===== config.mk =====
export PLATFORM = sky130hd
export DESIGN_NAME = mem_port_arbiter
export DESIGN_NICKNAME = d
export VERILOG_FILES = /design/src/rtl/mem_port_arbiter_pkg.sv /design/src/rtl/mem_port_arbiter_starve_ctr.sv /design/src/rtl/mem_port_arbiter.sv
export SDC_FILE = /design/constraint.sdc
export NUM_CORES = 1
export LEC_CHECK = 0
export CAP_MARGIN = 10
export CELL_PAD_IN_SITES_DETAIL_PLACEMENT = 1
export CELL_PAD_IN_SITES_GLOBAL_PLACEMENT = 2
export CORE_UTILIZATION = 21
export DETAILED_ROUTE_END_ITERATION = 6
export PLACE_DENSITY = 0.91
export SYNTH_ARGS = -nofsm -noshare
export SYNTH_HDL_FRONTEND = slang
export SYNTH_SLANG_ARGS = --single-unit

===== constraint.sdc =====
create_clock -name clk -period 1.9 [get_ports clk]
set_input_delay 0.19 -clock clk [delete_from_list [all_inputs] [get_ports clk]]
set_output_delay 0.19 -clock clk [all_outputs]
set_load 0.005 [all_outputs]

===== src/rtl/mem_port_arbiter_pkg.sv =====
// Shared types for the fetch/data memory port arbiter: owner tags, command payload
// and the arbitration priority function.
package mem_port_arbiter_pkg;

    localparam int unsigned XLEN = 32;
    localparam int unsigned ALEN = 32;
    localparam int unsigned BE_W = 4;
    localparam int unsigned F3_W = 3;

    localparam logic [F3_W-1:0] F3_LW = 3'b010;

    typedef enum logic [1:0] {
        OWN_NONE = 2'd0,
        OWN_I    = 2'd1,
        OWN_D    = 2'd2
    } mem_owner_e;

    typedef struct packed {
        logic [ALEN-1:0] addr;
        logic            we;
        logic [BE_W-1:0] be;
        logic [F3_W-1:0] funct3;
        logic [XLEN-1:0] wdata;
    } mem_cmd_t;

    // Data normally wins; a starved fetch overrides it.
    function automatic mem_owner_e arb_pick(
        input logic force_i,
        input logic i_valid,
        input logic d_valid
    );
        mem_owner_e win;
        win = OWN_NONE;
        if (force_i && i_valid) begin
            win = OWN_I;
        end else if (d_valid) begin
            win = OWN_D;
        end else if (i_valid) begin
            win = OWN_I;
        end
        return win;
    endfunction

    function automatic mem_owner_e drop_fetch(
        input mem_owner_e tag,
        input logic       flush
    );
        mem_owner_e res;
        res = tag;
        if (flush && (tag == OWN_I)) begin
            res = OWN_NONE;
        end
        return res;
    endfunction

endpackage


===== src/rtl/mem_port_arbiter_starve_ctr.sv =====
// Saturating count of consecutive cycles the fetch requester has been refused;
// raises o_force_c once the count reaches STARVE_LIMIT (0 disables).
module mem_port_arbiter_starve_ctr
    import mem_port_arbiter_pkg::*;
#(
    parameter int unsigned STARVE_LIMIT = 4
) (
    input  logic clk,
    input  logic rst_n,
    input  logic i_req_valid,
    input  logic i_blocked,
    output logic o_force_c
);

    localparam int unsigned CW = (STARVE_LIMIT < 1) ? 1 : $clog2(STARVE_LIMIT + 1);
    localparam logic [CW-1:0] LIMIT = CW'(STARVE_LIMIT);

    logic [CW-1:0] r_cnt;

    always_ff @(posedge clk or negedge rst_n) begin
        if (!rst_n) begin
            r_cnt <= '0;
        end else if (i_req_valid && i_blocked) begin
            if (r_cnt < LIMIT) begin
                r_cnt <= r_cnt + CW'(1);
            end
        end else begin
            r_cnt <= '0;
        end
    end

    assign o_force_c = (STARVE_LIMIT != 0) && (r_cnt >= LIMIT);

endmodule


===== src/rtl/mem_port_arbiter.sv =====
// Shares one 1-cycle-latency RAM port between instruction fetch and data access.
// Optional build macro ARB_STATS_EN adds grant/stall statistics counters.
module mem_port_arbiter
    import mem_port_arbiter_pkg::*;
#(
    parameter int unsigned STARVE_LIMIT = 4,
    parameter int unsigned CNT_W        = 16
) (
    input  logic            clk,
    input  logic            rst_n,
    input  logic            i_req_valid,
    output logic            i_req_ready,
    input  logic [ALEN-1:0] i_addr,
    input  logic            i_flush,
    output logic            i_rvalid,
    output logic [31:0]     i_rdata,
    input  logic            d_req_valid,
    output logic            d_req_ready,
    input  logic [ALEN-1:0] d_addr,
    input  logic            d_we,
    input  logic [BE_W-1:0] d_be,
    input  logic [F3_W-1:0] d_funct3,
    input  logic [XLEN-1:0] d_wdata,
    output logic            d_rvalid,
    output logic [XLEN-1:0] d_rdata,
    output logic            m_en,
    output logic [ALEN-1:0] m_addr,
    output logic            m_we,
    output logic [BE_W-1:0] m_be,
    output logic [F3_W-1:0] m_funct3,
    output logic [XLEN-1:0] m_wdata,
    input  logic [XLEN-1:0] m_rdata
`ifdef ARB_STATS_EN
    ,
    output logic [CNT_W-1:0] stat_i_grants,
    output logic [CNT_W-1:0] stat_d_grants,
    output logic [CNT_W-1:0] stat_i_stall
`endif
);

    mem_owner_e w_win;
    mem_owner_e w_tag0_nxt;
    mem_owner_e w_tag1_nxt;
    mem_cmd_t   w_cmd;
    logic       w_force_c;
    logic       w_i_blocked;

    mem_cmd_t   r_cmd;
    logic       r_en;
    mem_owner_e r_tag0;
    mem_owner_e r_tag1;

    mem_port_arbiter_starve_ctr #(
        .STARVE_LIMIT(STARVE_LIMIT)
    ) u_starve (
        .clk        (clk),
        .rst_n      (rst_n),
        .i_req_valid(i_req_valid),
        .i_blocked  (w_i_blocked),
        .o_force_c  (w_force_c)
    );

    always_comb begin
        w_win = arb_pick(w_force_c, i_req_valid, d_req_valid);
    end

    // Memory never back-pressures, so winning is the same as being accepted.
    assign i_req_ready = (w_win == OWN_I);
    assign d_req_ready = (w_win == OWN_D);
    assign w_i_blocked = i_req_valid && !i_req_ready;

    always_comb begin
        w_cmd = '0;
        if (w_win == OWN_D) begin
            w_cmd.addr   = d_addr;
            w_cmd.we     = d_we;
            w_cmd.be     = d_be;
            w_cmd.funct3 = d_funct3;
            w_cmd.wdata  = d_wdata;
        end else begin
            w_cmd.addr   = i_addr;
            w_cmd.funct3 = F3_LW;
        end
    end

    // A redirect kills fetch tags at both pipeline stages, including one won this cycle.
    always_comb begin
        w_tag0_nxt = drop_fetch(w_win, i_flush);
        w_tag1_nxt = drop_fetch(r_tag0, i_flush);
    end

    always_ff @(posedge clk or negedge rst_n) begin
        if (!rst_n) begin
            r_en   <= 1'b0;
            r_cmd  <= '0;
            r_tag0 <= OWN_NONE;
            r_tag1 <= OWN_NONE;
        end else begin
            r_en   <= (w_win != OWN_NONE);
            r_tag0 <= w_tag0_nxt;
            r_tag1 <= w_tag1_nxt;
            if (w_win != OWN_NONE) begin
                r_cmd <= w_cmd;
            end else begin
                r_cmd.we <= 1'b0;
            end
        end
    end

    assign m_en     = r_en;
    assign m_addr   = r_cmd.addr;
    assign m_we     = r_cmd.we;
    assign m_be     = r_cmd.be;
    assign m_funct3 = r_cmd.funct3;
    assign m_wdata  = r_cmd.wdata;

    assign i_rvalid = (r_tag1 == OWN_I);
    assign d_rvalid = (r_tag1 == OWN_D);
    assign i_rdata  = m_rdata[31:0];
    assign d_rdata  = m_rdata;

`ifdef ARB_STATS_EN
    logic [CNT_W-1:0] r_stat_i_grants;
    logic [CNT_W-1:0] r_stat_d_grants;
    logic [CNT_W-1:0] r_stat_i_stall;

    // Free-running wrap-around event counters.
    always_ff @(posedge clk or negedge rst_n) begin
        if (!rst_n) begin
            r_stat_i_grants <= '0;
            r_stat_d_grants <= '0;
            r_stat_i_stall  <= '0;
        end else begin
            if (w_win == OWN_I) begin
                r_stat_i_grants <= r_stat_i_grants + CNT_W'(1);
            end
            if (w_win == OWN_D) begin
                r_stat_d_grants <= r_stat_d_grants + CNT_W'(1);
            end
            if (w_i_blocked) begin
                r_stat_i_stall <= r_stat_i_stall + CNT_W'(1);
            end
        end
    end

    assign stat_i_grants = r_stat_i_grants;
    assign stat_d_grants = r_stat_d_grants;
    assign stat_i_stall  = r_stat_i_stall;
`else
    logic w_unused_cnt_w;
    assign w_unused_cnt_w = (CNT_W == 32'd0);
`endif

endmodule

==> results.txt <==
The largest driver fanout on the critical path was 6. The layout overhead on the synthesized area is 47.8%. The net count of the finished layout is 587.

For the routing usage on met3, the log shows 0.0566. The tools report the filler-free cell count of the finished design as 678. Before CTS, the worst setup slack after placement is 0.103 ns.

The tool flagged a number of max-cap violations equal to 0. For the via count of the first global-routing pass, the log shows 3595. The overall overflow remaining after global route is 0.

At the later pin of the worst-skew pair, clock insertion delay measures 0.35 ns. Once routing completed, OpenROAD measured the worst setup slack at 0.0755 ns. The distinct cell type count of the synthesized netlist is 26. In this run the remaining antenna-violating nets after routing total 0. At the pin with the least slew margin, the transition time is 0.581 ns.

The die is 139 um wide. Once detailed placement completed, the half-perimeter wirelength came to 9050 um. CTS built an H-tree with a depth of 3. The run finished, with violations left. The run gives 428 uV as the worst voltage drop across the vdd grid. Type of destination of the critical path: a primary output.

The vertical extent of the die was 139 um. The worst endpoint data arrival time came out at 1.63 ns. The global-route usage over all layers is 0.131.

The global-route layer with the greatest usage was met2. The sequential element share of the synthesized area was 0.511. The path class of the tightest hold or removal check is in -> reg. For the worst setup path, the data required time is 1.71 ns. Setup repair after global routing left no endpoint under its margin. For the CTS sink count, the log shows 80. The slowest stage of the critical path belongs to the cell sky130_fd_sc_hd__clkdlybuf4s50_1. The layout cell share with drive strength beyond 1 came out at 0.114. The final critical-path share of the clock period works out to 0.960. On the worst path, the slowest cell contributes a delay of 0.48 ns. The checks that failed: design-rule violations. For the worst clock skew on the final layout, the log shows 0.00873 ns. The remaining max-slew budget at the tightest pin is 0.612, and the flip-flop and latch count after synthesis is 80. Number of detailed-routing iterations run before antenna repair: 6. In the final routed layout, each cell accounts on average for 18.2 um. The run gives 0.284 ns as the worst hold margin. After clock tree synthesis, the clock-pin slew on the worst setup and hold paths is 0.07 ns. The number of port buffers works out to 185. Setup violations remaining at the end of the flow were counted as 0. After technology mapping, the gate count stands at 328. The tools report the number of cell rows as 49.

The simple logic cell fraction of the synthesized area was 0.0153. The setup TNS is 0 ns, and the total CTS buffers is 9. The congestion estimate from routability-driven global placement came to 0.693. The xor/xnor share of the synthesized area is 0. Starting utilization of the core area: 0.216. The tools report the clock root buffer master as sky130_fd_sc_hd__clkbuf_16. The compound-gate portion of the synthesized area was 0.219. Entering global routing, the biggest net connects 47 pins.

The share of Yosys cell area claimed by the top area cell type works out to 0.511. The logs give 0 for the yosys synthesis warning count and 662 for the cell count after placement. The initial antenna violation count is 0. The met2 layer usage reported by global route is 0.221. Number of DRC violations after detailed-routing iteration 0: 143.

Final number of max-transition violations: 0. The first-pass GRT wire length was 19300 um; the number of failing hold endpoints at the final stage was 0. The buffer and inverter count on the worst path is 2, and the routed via count is 3103.

After detailed routing, the total wire length is 12300 um. The average instance in the mapped netlist occupies 12.0 sq um. Post-synthesis async set-or-reset flop share: 1.00. 282 I/O pins were placed. Traced cell by cell, the critical path runs through a21bo_2 > inv_2 > clkdlybuf4s50_1. Using the TritonRoute via totals, the vias-per-cell ratio works out to 4.58. The area of the mapped netlist came out at 3920 sq um. In this run the post-CTS setup repair buffer count came out at 0.

By area, the combinational part of the netlist is dominated by compound AO/OA/AOI/OAI gates. The number of buffers on the longest clock path was 2; the die outline area was 19200 sq um. The most used flip-flop cell after synthesis is sky130_fd_sc_hd__dfrtp_1. Mux share of post-synthesis cell area: 0.0817.

The area of the placeable core was 18100 sq um. The sort of element at the start of the critical path is a register. In this run the static leakage power is 0.00232 uW. Adder-cell share of the synthesized area: 0.00319. Counting flops with a built-in enable in the synthesized netlist gives 0. The power per cell area is 755 nW/um^2, and the final period demand of the worst path is 1.82 ns. The largest total area in the synthesized netlist belongs to sky130_fd_sc_hd__dfrtp_1.

The critical path is of the reg -> out type. TritonCTS built the clock tree. By area the synthesized netlist is led by sky130_fd_sc_hd__dfrtp_1, sky130_fd_sc_hd__buf_4, sky130_fd_sc_hd__a32o_1, sky130_fd_sc_hd__mux2i_1, sky130_fd_sc_hd__o22ai_1.

Based on the critical path, the design can be clocked at up to 548 MHz. Total inserted antenna cells: 0. In the routed design, unresolved DRC markers number 25. The logs give 470 for the synthesized net count and 0.139 for the met1 demand-to-capacity share in global routing.

Among cell families on the critical path, the largest total delay comes from buffers and inverters.
## metal layers
layer,wire length (um),vias to the layer above
met2,5970,168
met5,0,-
met1,4810,1520
met4,250,0
met3,1310,27
li1,-,1388
## per-stage QoR
step                      power [uW]   util  instance area, sq um
final                           4380  0.319                  5800
after global routing            4610  0.319                  5800
after CTS                       4480  0.319                  5800
after detailed placement        2820  0.304                  5520
after global placement          2790  0.304                  5520
after floorplan                 2310      -                  3920
## cells in the final DEF, fill, tap and decap left out
cell	n
sky130_fd_sc_hd__a21bo_2	1
sky130_fd_sc_hd__a21boi_0	1
sky130_fd_sc_hd__a21oi_1	25
sky130_fd_sc_hd__a21oi_2	8
sky130_fd_sc_hd__a2bb2oi_1	1
sky130_fd_sc_hd__a32o_1	38
sky130_fd_sc_hd__and2_1	2
sky130_fd_sc_hd__and3_1	1
sky130_fd_sc_hd__buf_12	2
sky130_fd_sc_hd__buf_2	1
sky130_fd_sc_hd__buf_4	11
sky130_fd_sc_hd__clkbuf_1	1
sky130_fd_sc_hd__clkbuf_16	9
sky130_fd_sc_hd__clkdlybuf4s50_1	183
sky130_fd_sc_hd__clkinv_2	1
sky130_fd_sc_hd__clkinvlp_4	4
sky130_fd_sc_hd__dfrtp_1	80
sky130_fd_sc_hd__dlygate4sd3_1	1
sky130_fd_sc_hd__ha_1	1
sky130_fd_sc_hd__inv_1	1
sky130_fd_sc_hd__inv_2	4
sky130_fd_sc_hd__mux2i_1	32
sky130_fd_sc_hd__nand2_1	1
sky130_fd_sc_hd__nand2_2	1
sky130_fd_sc_hd__nor2_1	1
sky130_fd_sc_hd__nor2_2	1
sky130_fd_sc_hd__nor2b_1	3
sky130_fd_sc_hd__nor3_1	1
sky130_fd_sc_hd__o21a_1	1
sky130_fd_sc_hd__o22ai_1	24
sky130_fd_sc_hd__o22ai_2	8
## area by class of cell
cell class,instances,area [sq um]
Inverter,5,18.8
Sequential cell,80,2000
Clock buffer,10,229
Fill cell,2001,12400
Tap cell,229,287
Timing Repair Buffer,198,1970
Clock inverter,5,35.0
Multi-Input combinational cell,151,1250
## worst reg2reg max path, cell delays in order, from the launching register on
cell and delay (ns):
sky130_fd_sc_hd__dfrtp_1 0.46, sky130_fd_sc_hd__nand2_2 0.11, sky130_fd_sc_hd__buf_4 0.42, sky130_fd_sc_hd__o22ai_1 0.18
sky130_fd_sc_hd__a21oi_1 0.15
## cells in the mapped netlist, types with 2 or more instances
cell	n
sky130_fd_sc_hd__a21oi_1	25
sky130_fd_sc_hd__a21oi_2	8
sky130_fd_sc_hd__a32o_1	38
sky130_fd_sc_hd__and2_1	2
sky130_fd_sc_hd__buf_2	10
sky130_fd_sc_hd__buf_4	70
sky130_fd_sc_hd__buf_6	3
sky130_fd_sc_hd__clkbuf_1	8
sky130_fd_sc_hd__dfrtp_1	80
sky130_fd_sc_hd__inv_2	4
sky130_fd_sc_hd__mux2i_1	32
sky130_fd_sc_hd__nor2_1	2
sky130_fd_sc_hd__nor2b_1	3
sky130_fd_sc_hd__o22ai_1	24
sky130_fd_sc_hd__o22ai_2	8
## registers in the layout, indices dropped and copies added, names as in the netlist
| register | flops |
|---|---|
| m_addr | 32 |
| m_wdata | 32 |
| r_tag1 | 2 |
| r_tag0 | 2 |
| m_en | 1 |
| m_funct3 | 3 |
| u_starve.r_cnt | 3 |
| m_we | 1 |
| m_be | 4 |
## timing repair
| action | 4_1_cts | 5_1_grt |
|---|---|---|
| gates resized for setup | 0 | 1 |
| hold buffers | 1 | 0 |
| endpoints found under the hold margin | 34 | 0 |
| endpoints found under the setup margin | 0 | 1 |
## worst paths after layout
kind,start,endpoint,slack (ns),cells past startpoint
max,u_starve.r_cnt[2],d_req_ready,0.08,3
min,i_req_valid,m_addr[0],0.28,3
max reg2reg,u_starve.r_cnt[2],m_addr[5],0.51,4
min reg2reg,r_tag0[1],r_tag1[1],0.39,0
max in group asynchronous,rst_n,m_wdata[18],0.87,3
min in group asynchronous,rst_n,m_wdata[29],0.36,2
## cell families (layout without fill, tap and decap cells)
family,after synthesis,in the layout
AO/OA/AOI/OAI,107,107
buffers and inverters,97,218
flip-flops,80,80
multiplexers,32,32
AND/OR/NAND/NOR,11,11
adder cells (fa/ha/maj),1,1
## power by group
group	internal, uW	total [uW]	leakage [uW]	switching (uW)
registers	1840	1910	0.000965	72.6
clock network	875	1600	0.000117	720
logic	557	873	0.00124	316
No activity file was read; power rests on OpenSTA's default activity.
